`config.mk`:
```
export PLATFORM = sky130hd
export DESIGN_NAME = switch_output_buffer
export DESIGN_NICKNAME = d
export VERILOG_FILES = /design/src/rtl/noc_switch_pkg.sv /design/src/rtl/switch_outbuf_ptr.sv /design/src/rtl/switch_output_buffer.sv
export SDC_FILE = /design/constraint.sdc
export NUM_CORES = 1
export LEC_CHECK = 0
export ABC_AREA = 1
export BUFFER_PORTS_ARGS = -buffer_cell sky130_fd_sc_hd__buf_2
export CAP_MARGIN = 25
export CORE_MARGIN = 4
export CORE_UTILIZATION = 41
export DETAILED_ROUTE_END_ITERATION = 8
export GPL_TIMING_DRIVEN = 1
export HOLD_SLACK_MARGIN = 0.02
export SETUP_SLACK_MARGIN = 0.15
export SLEW_MARGIN = 20
export SYNTH_ARGS = -nofsm -noshare
export SYNTH_HDL_FRONTEND = slang
export SYNTH_SLANG_ARGS = --single-unit
```
`constraint.sdc`:
```
create_clock -name clk -period 11.65 [get_ports clk]
set_input_delay 1.7475 -clock clk [delete_from_list [all_inputs] [get_ports clk]]
set_output_delay 1.7475 -clock clk [all_outputs]
set_load 0.01 [all_outputs]
```
`src/rtl/noc_switch_pkg.sv`:
```
// Shared definitions for the xpipes switch datapath: default flit width,
// default output-buffer depth, and the pointer-width helper used to size
// FIFO pointers.
package noc_switch_pkg;

  localparam int SWITCH_FLIT_WIDTH = 80;
  localparam int OUTBUF_DEPTH      = 6;

  // Bits needed to index `depth` slots; never less than one bit.
  function automatic int ptr_width(input int depth);
    return (depth < 2) ? 1 : $clog2(depth);
  endfunction

endpackage

```
`src/rtl/switch_outbuf_ptr.sv`:
```
// Wrap-at-DEPTH FIFO pointer with increment enable. The wrap is an explicit
// compare against DEPTH-1, so non-power-of-two depths step 0..DEPTH-1 only.
module switch_outbuf_ptr
  import noc_switch_pkg::*;
#(
  parameter int DEPTH = OUTBUF_DEPTH,
  parameter int PW    = ptr_width(DEPTH)
) (
  input  logic          clk,
  input  logic          rst,
  input  logic          inc,
  output logic [PW-1:0] ptr
);

  // Advance on inc, wrapping from DEPTH-1 back to zero.
  // NOTE: sequential state uses non-blocking (<=) so every flop samples
  // pre-edge values; blocking here would create order-dependent races.
  always_ff @(posedge clk) begin
    if (!rst) begin
      ptr <= '0;
    end else if (inc) begin
      ptr <= (ptr == PW'(DEPTH - 1)) ? '0 : ptr + PW'(1);
    end
  end

endmodule

```
`src/rtl/switch_output_buffer.sv`:
```
// Per-output-port flit FIFO for the xpipes switch. Captures the crossbar flit
// when the allocator asserts valid, back-pressures the allocator through
// busy_out (decoded from registered fill state only), and presents flits to
// the link with a stall/go handshake. Flits leave strictly in arrival order.
//
// Optional feature: define SWITCH_OUTBUF_BYPASS_EN to let a flit arriving at
// an empty buffer appear on flit_out in the same cycle (0-cycle latency).
// Without it, flit_out/valid_out come only from registers and memory.
module switch_output_buffer
  import noc_switch_pkg::*;
#(
  parameter int FLIT_WIDTH = SWITCH_FLIT_WIDTH,
  parameter int DEPTH      = OUTBUF_DEPTH
) (
  input  logic                  clk,
  input  logic                  rst,
  input  logic [FLIT_WIDTH-1:0] flit_in,
  input  logic                  valid_in,
  output logic                  busy_out,
  output logic [FLIT_WIDTH-1:0] flit_out,
  output logic                  valid_out,
  input  logic                  stall_in,
  output logic                  overflow_err
);

  localparam int PW = ptr_width(DEPTH);
  localparam int CW = $clog2(DEPTH + 1);

  logic [FLIT_WIDTH-1:0] mem [DEPTH];
  logic [PW-1:0]         wr_ptr;
  logic [PW-1:0]         rd_ptr;
  logic [CW-1:0]         count;
  logic                  full;
  logic                  empty;
  logic                  wr_en;
  logic                  rd_en;

  assign full     = (count == CW'(DEPTH));
  assign empty    = (count == '0);
  assign busy_out = full;

`ifdef SWITCH_OUTBUF_BYPASS_EN
  // A flit hitting an empty buffer is shown directly on the link. If the
  // link takes it, it is consumed without ever being stored; if stalled, it
  // is written normally and read from memory on later cycles.
  logic bypass_take;
  assign bypass_take = rst & empty & valid_in & ~stall_in;
  assign valid_out   = ~empty | (rst & valid_in);
  assign flit_out    = empty ? flit_in : mem[rd_ptr];
  assign wr_en       = valid_in & ~full & ~bypass_take;
`else
  assign valid_out   = ~empty;
  assign flit_out    = mem[rd_ptr];
  assign wr_en       = valid_in & ~full;
`endif

  // Only stored flits advance the read pointer; bypassed flits never touch it.
  assign rd_en = ~empty & ~stall_in;

  switch_outbuf_ptr #(.DEPTH(DEPTH), .PW(PW)) u_wr_ptr (
    .clk (clk),
    .rst (rst),
    .inc (wr_en),
    .ptr (wr_ptr)
  );

  switch_outbuf_ptr #(.DEPTH(DEPTH), .PW(PW)) u_rd_ptr (
    .clk (clk),
    .rst (rst),
    .inc (rd_en),
    .ptr (rd_ptr)
  );

  // Flit storage: write the accepted flit at wr_ptr.
  // NOTE: the array is deliberately left out of reset; count/valid_out mark
  // which slots are live, so clearing the data would only cost reset fan-out.
  always_ff @(posedge clk) begin
    if (wr_en) begin
      mem[wr_ptr] <= flit_in;
    end
  end

  // Occupancy: +1 on write only, -1 on read only, hold on both or neither.
  always_ff @(posedge clk) begin
    if (!rst) begin
      count <= '0;
    end else begin
      case ({wr_en, rd_en})
        2'b10:   count <= count + CW'(1);
        2'b01:   count <= count - CW'(1);
        default: count <= count;
      endcase
    end
  end

  // Sticky protocol-violation flag: allocator pushed while we reported busy.
  always_ff @(posedge clk) begin
    if (!rst) begin
      overflow_err <= 1'b0;
    end else if (valid_in && full) begin
      overflow_err <= 1'b1;
    end
  end

endmodule

```
==> flow_summary.ini <==
[critical_path]
crit_required_ns = 9.90
crit_fanout = 68
cp-end-kind = output port
cp-start-kind = register
cp.arrival_ns = 3.09
timing.reg2reg.setup_slack_ns = 8.81
crit_type = reg -> out
rr_worst_depth = 6

[timing]
min_period_ns = 4.836
finalMaxSlewViolations = 0
fmaxAchievable_mhz = 206.8
hold_violations = 0
finalSetupTns_ns = 0
final-setup-viol-count = 0
rsz0062_at_grt = no
relSlewSlack_pct = 37.99
period_share_pct = 41.51
finClkSkew_ns = 0.02456
tightest_slew_ns = 0.9301

[drt]
wl_mm = 45.00
routedWlPerCell_um = 19.56
first_pass_iters = 5
drt-initial-drc-count = 775
vias_per_cell = 5.003
vias = 11510
ant_nets = 0
drc = 0

[synthesis]
seq_area_frac_synth_pct = 72.87
synth.net_count = 1542
synth.top_cell.area_share_pct = 71.58
yosys.cell_types.count = 26
avgSynthCellArea_um2 = 13.83
yosys.area.top_type = edfxtp_1
ys_seq_elements = 493
synthTopCellsByArea = edfxtp_1 (72%), nand3_2 (5.2%), nand2_1 (4.4%)
yosys_warnings = 0
netlist_instances = 1456
syn-cell-area_mm2 = 0.02014

[clock_tree]
clock_sinks = 493
holdBufCountCts = 0
cts_tree = built
h-tree-depth = 2
clk-insertion-delay-late_ns = 0.59
postCtsSetupRepairBufs = 0
path_clk_slew_ns = 0.06
cts_buffers = 50
clockRootBuffer = clkbuf_16
cts_resized = 0
clk_path_buf_depth = 3

[final_layout]
drive_above_1_share_pct = 32.18
multi_input_area_mm2 = 0.004801
fin_util_pct = 47.72
fillerInstances = 4244
fin_nets = 1695
area_growth_pct = 14.09
final_cells = 2301
seq_area_mm2 = 0.01468

[pwr]
p_leak_nw = 8.241
comb_power_share_pct = 21.2
power.switching_mw = 1.323
internal_power_mw = 3.198
p_clk_share_pct = 33.0
power.share.sequential_pct = 45.9
vdd_ir_drop_max_v = 0.0001184
switching_share_pct = 29.27
power_density_mw_per_mm2 = 196.8

[global_routing]
grt_max_degree = 153
overflow = 0
track_usage_pct = 16.95
grt_pass1_vias = 11670
grt_pass1_wl_mm = 70.06
antenna_found_initial = 5

[place]
dp.cells = 2210
dp.final_hpwl_mm = 23.16
portBuffers = 166
gp_congestion = 0.7087

[worst_hold_path]
holdPathStages = 2
hold_class = reg -> reg

[floorplanning]
initial_core_util_pct = 41.83
core_mm2 = 0.04815
fp-row-count = 80
pin_count = 167
die-area_mm2 = 0.05273
fp.dieH_um = 229.6
die_w_um = 229.6

[flow_run]
cap_violations = 0

[outcome]
status = completed
## cell usage after synthesis (all sizes together)
cell / number
o21ai: 164
nand4: 1
edfxtp: 480
buf: 70
nand3: 245
inv: 20
or2: 1
ha: 1
nand2: 341
fa: 1
clkbuf: 17
nor2: 89
dfxtp: 13
a21oi: 9
nor4: 4
## cells in the final DEF, fill, tap and decap left out, drive strengths merged
cell type	Yosys	final
nor4	4	4
o21ai	164	164
dfxtp	13	13
clkinv	0	22
a21oi	9	9
diode	0	1
clkbuf	17	61
buf	70	188
nand2	341	341
or2	1	1
nor2	89	89
inv	20	21
edfxtp	480	480
fa	1	1
nand4	1	1
ha	1	1
nand3	245	245
bufinv	0	3
## worst max-delay path, cell delays in order, from the launching register on
cell     delay [ns]
dfxtp_4        0.89
inv_8          0.33
buf_4          0.39
buf_16         0.28
nand2_1        0.10
nand3_1        0.08
nand3_2        0.10
o21ai_2        0.07
buf_2          0.14
## flip-flops by register name, indices dropped and copies added (netlist names), named ones only
signal / count
u_rd_ptr.ptr: 3
overflow_err: 1
mem: 480
u_wr_ptr.ptr: 3
count: 3
## final timing paths
| path | start | endpoint |
|---|---|---|
| max | register | flit_out[49] |
| max reg2reg | count[0] | mem[2][65] |
| min | overflow_err | overflow_err |
| min reg2reg | overflow_err | overflow_err |
## power groups by stage
stage          clock (mW)  sequential, mW  combinational [mW]
6_report             1.49            2.07               0.957
5_1_grt              1.60            2.08                1.07
4_1_cts              1.53            2.08               0.969
3_5_place_dp            0            2.11               0.963
3_3_place_gp            0            2.11               0.946
2_1_floorplan           0            2.08               0.718
## kinds of logic (layout without fill, tap and decap cells)
logic type	count (synthesis)	in the layout	share of synthesized area, %
flops	493	493	72.87
simple gates	681	681	18.23
fa+ha+maj	2	2	0.1615
buf+inv	107	295	3.454
other cells	0	1	0
compound gates	173	173	5.287
## through the flow
stage / total power, mW / worst slack, ns / cell area [um^2] / hold slack (ns)
final: 4.521 / 6.814 / 22980 / 0.4529
after global routing: 4.752 / 6.552 / 22980 / 0.4786
after CTS: 4.574 / 6.215 / 22890 / 0.4582
after detailed placement: 3.076 / 6.885 / 21390 / 0.4481
after global placement: 3.057 / 6.692 / 21360 / 0.4376
after floorplan: 2.802 / 1.449 / 20140 / 0.4720
## final cells by class
| type | count | area share, % |
|---|---|---|
| Clock inverter | 26 | 0.9094 |
| Clock buffer | 61 | 5.625 |
| Multi-Input combinational cell | 856 | 20.90 |
| Timing Repair Buffer | 188 | 4.683 |
| Inverter | 20 | 0.3975 |
| Sequential cell | 493 | 63.91 |
| Tap cell | 656 | 3.572 |
| Antenna cell | 1 | 0.01089 |
## routing by layer
layer | part of all wire, % | vias to the layer above | GRT usage [%]
li1 | - | 5535 | -
met1 | 45 | 5690 | 23.16
met2 | 48 | 217 | 27.99
met3 | 5.0 | 65 | 3.765
met4 | 1.8 | 6 | 3.785
met5 | 0.091 | - | 0
(Power assumes the default switching activity.)
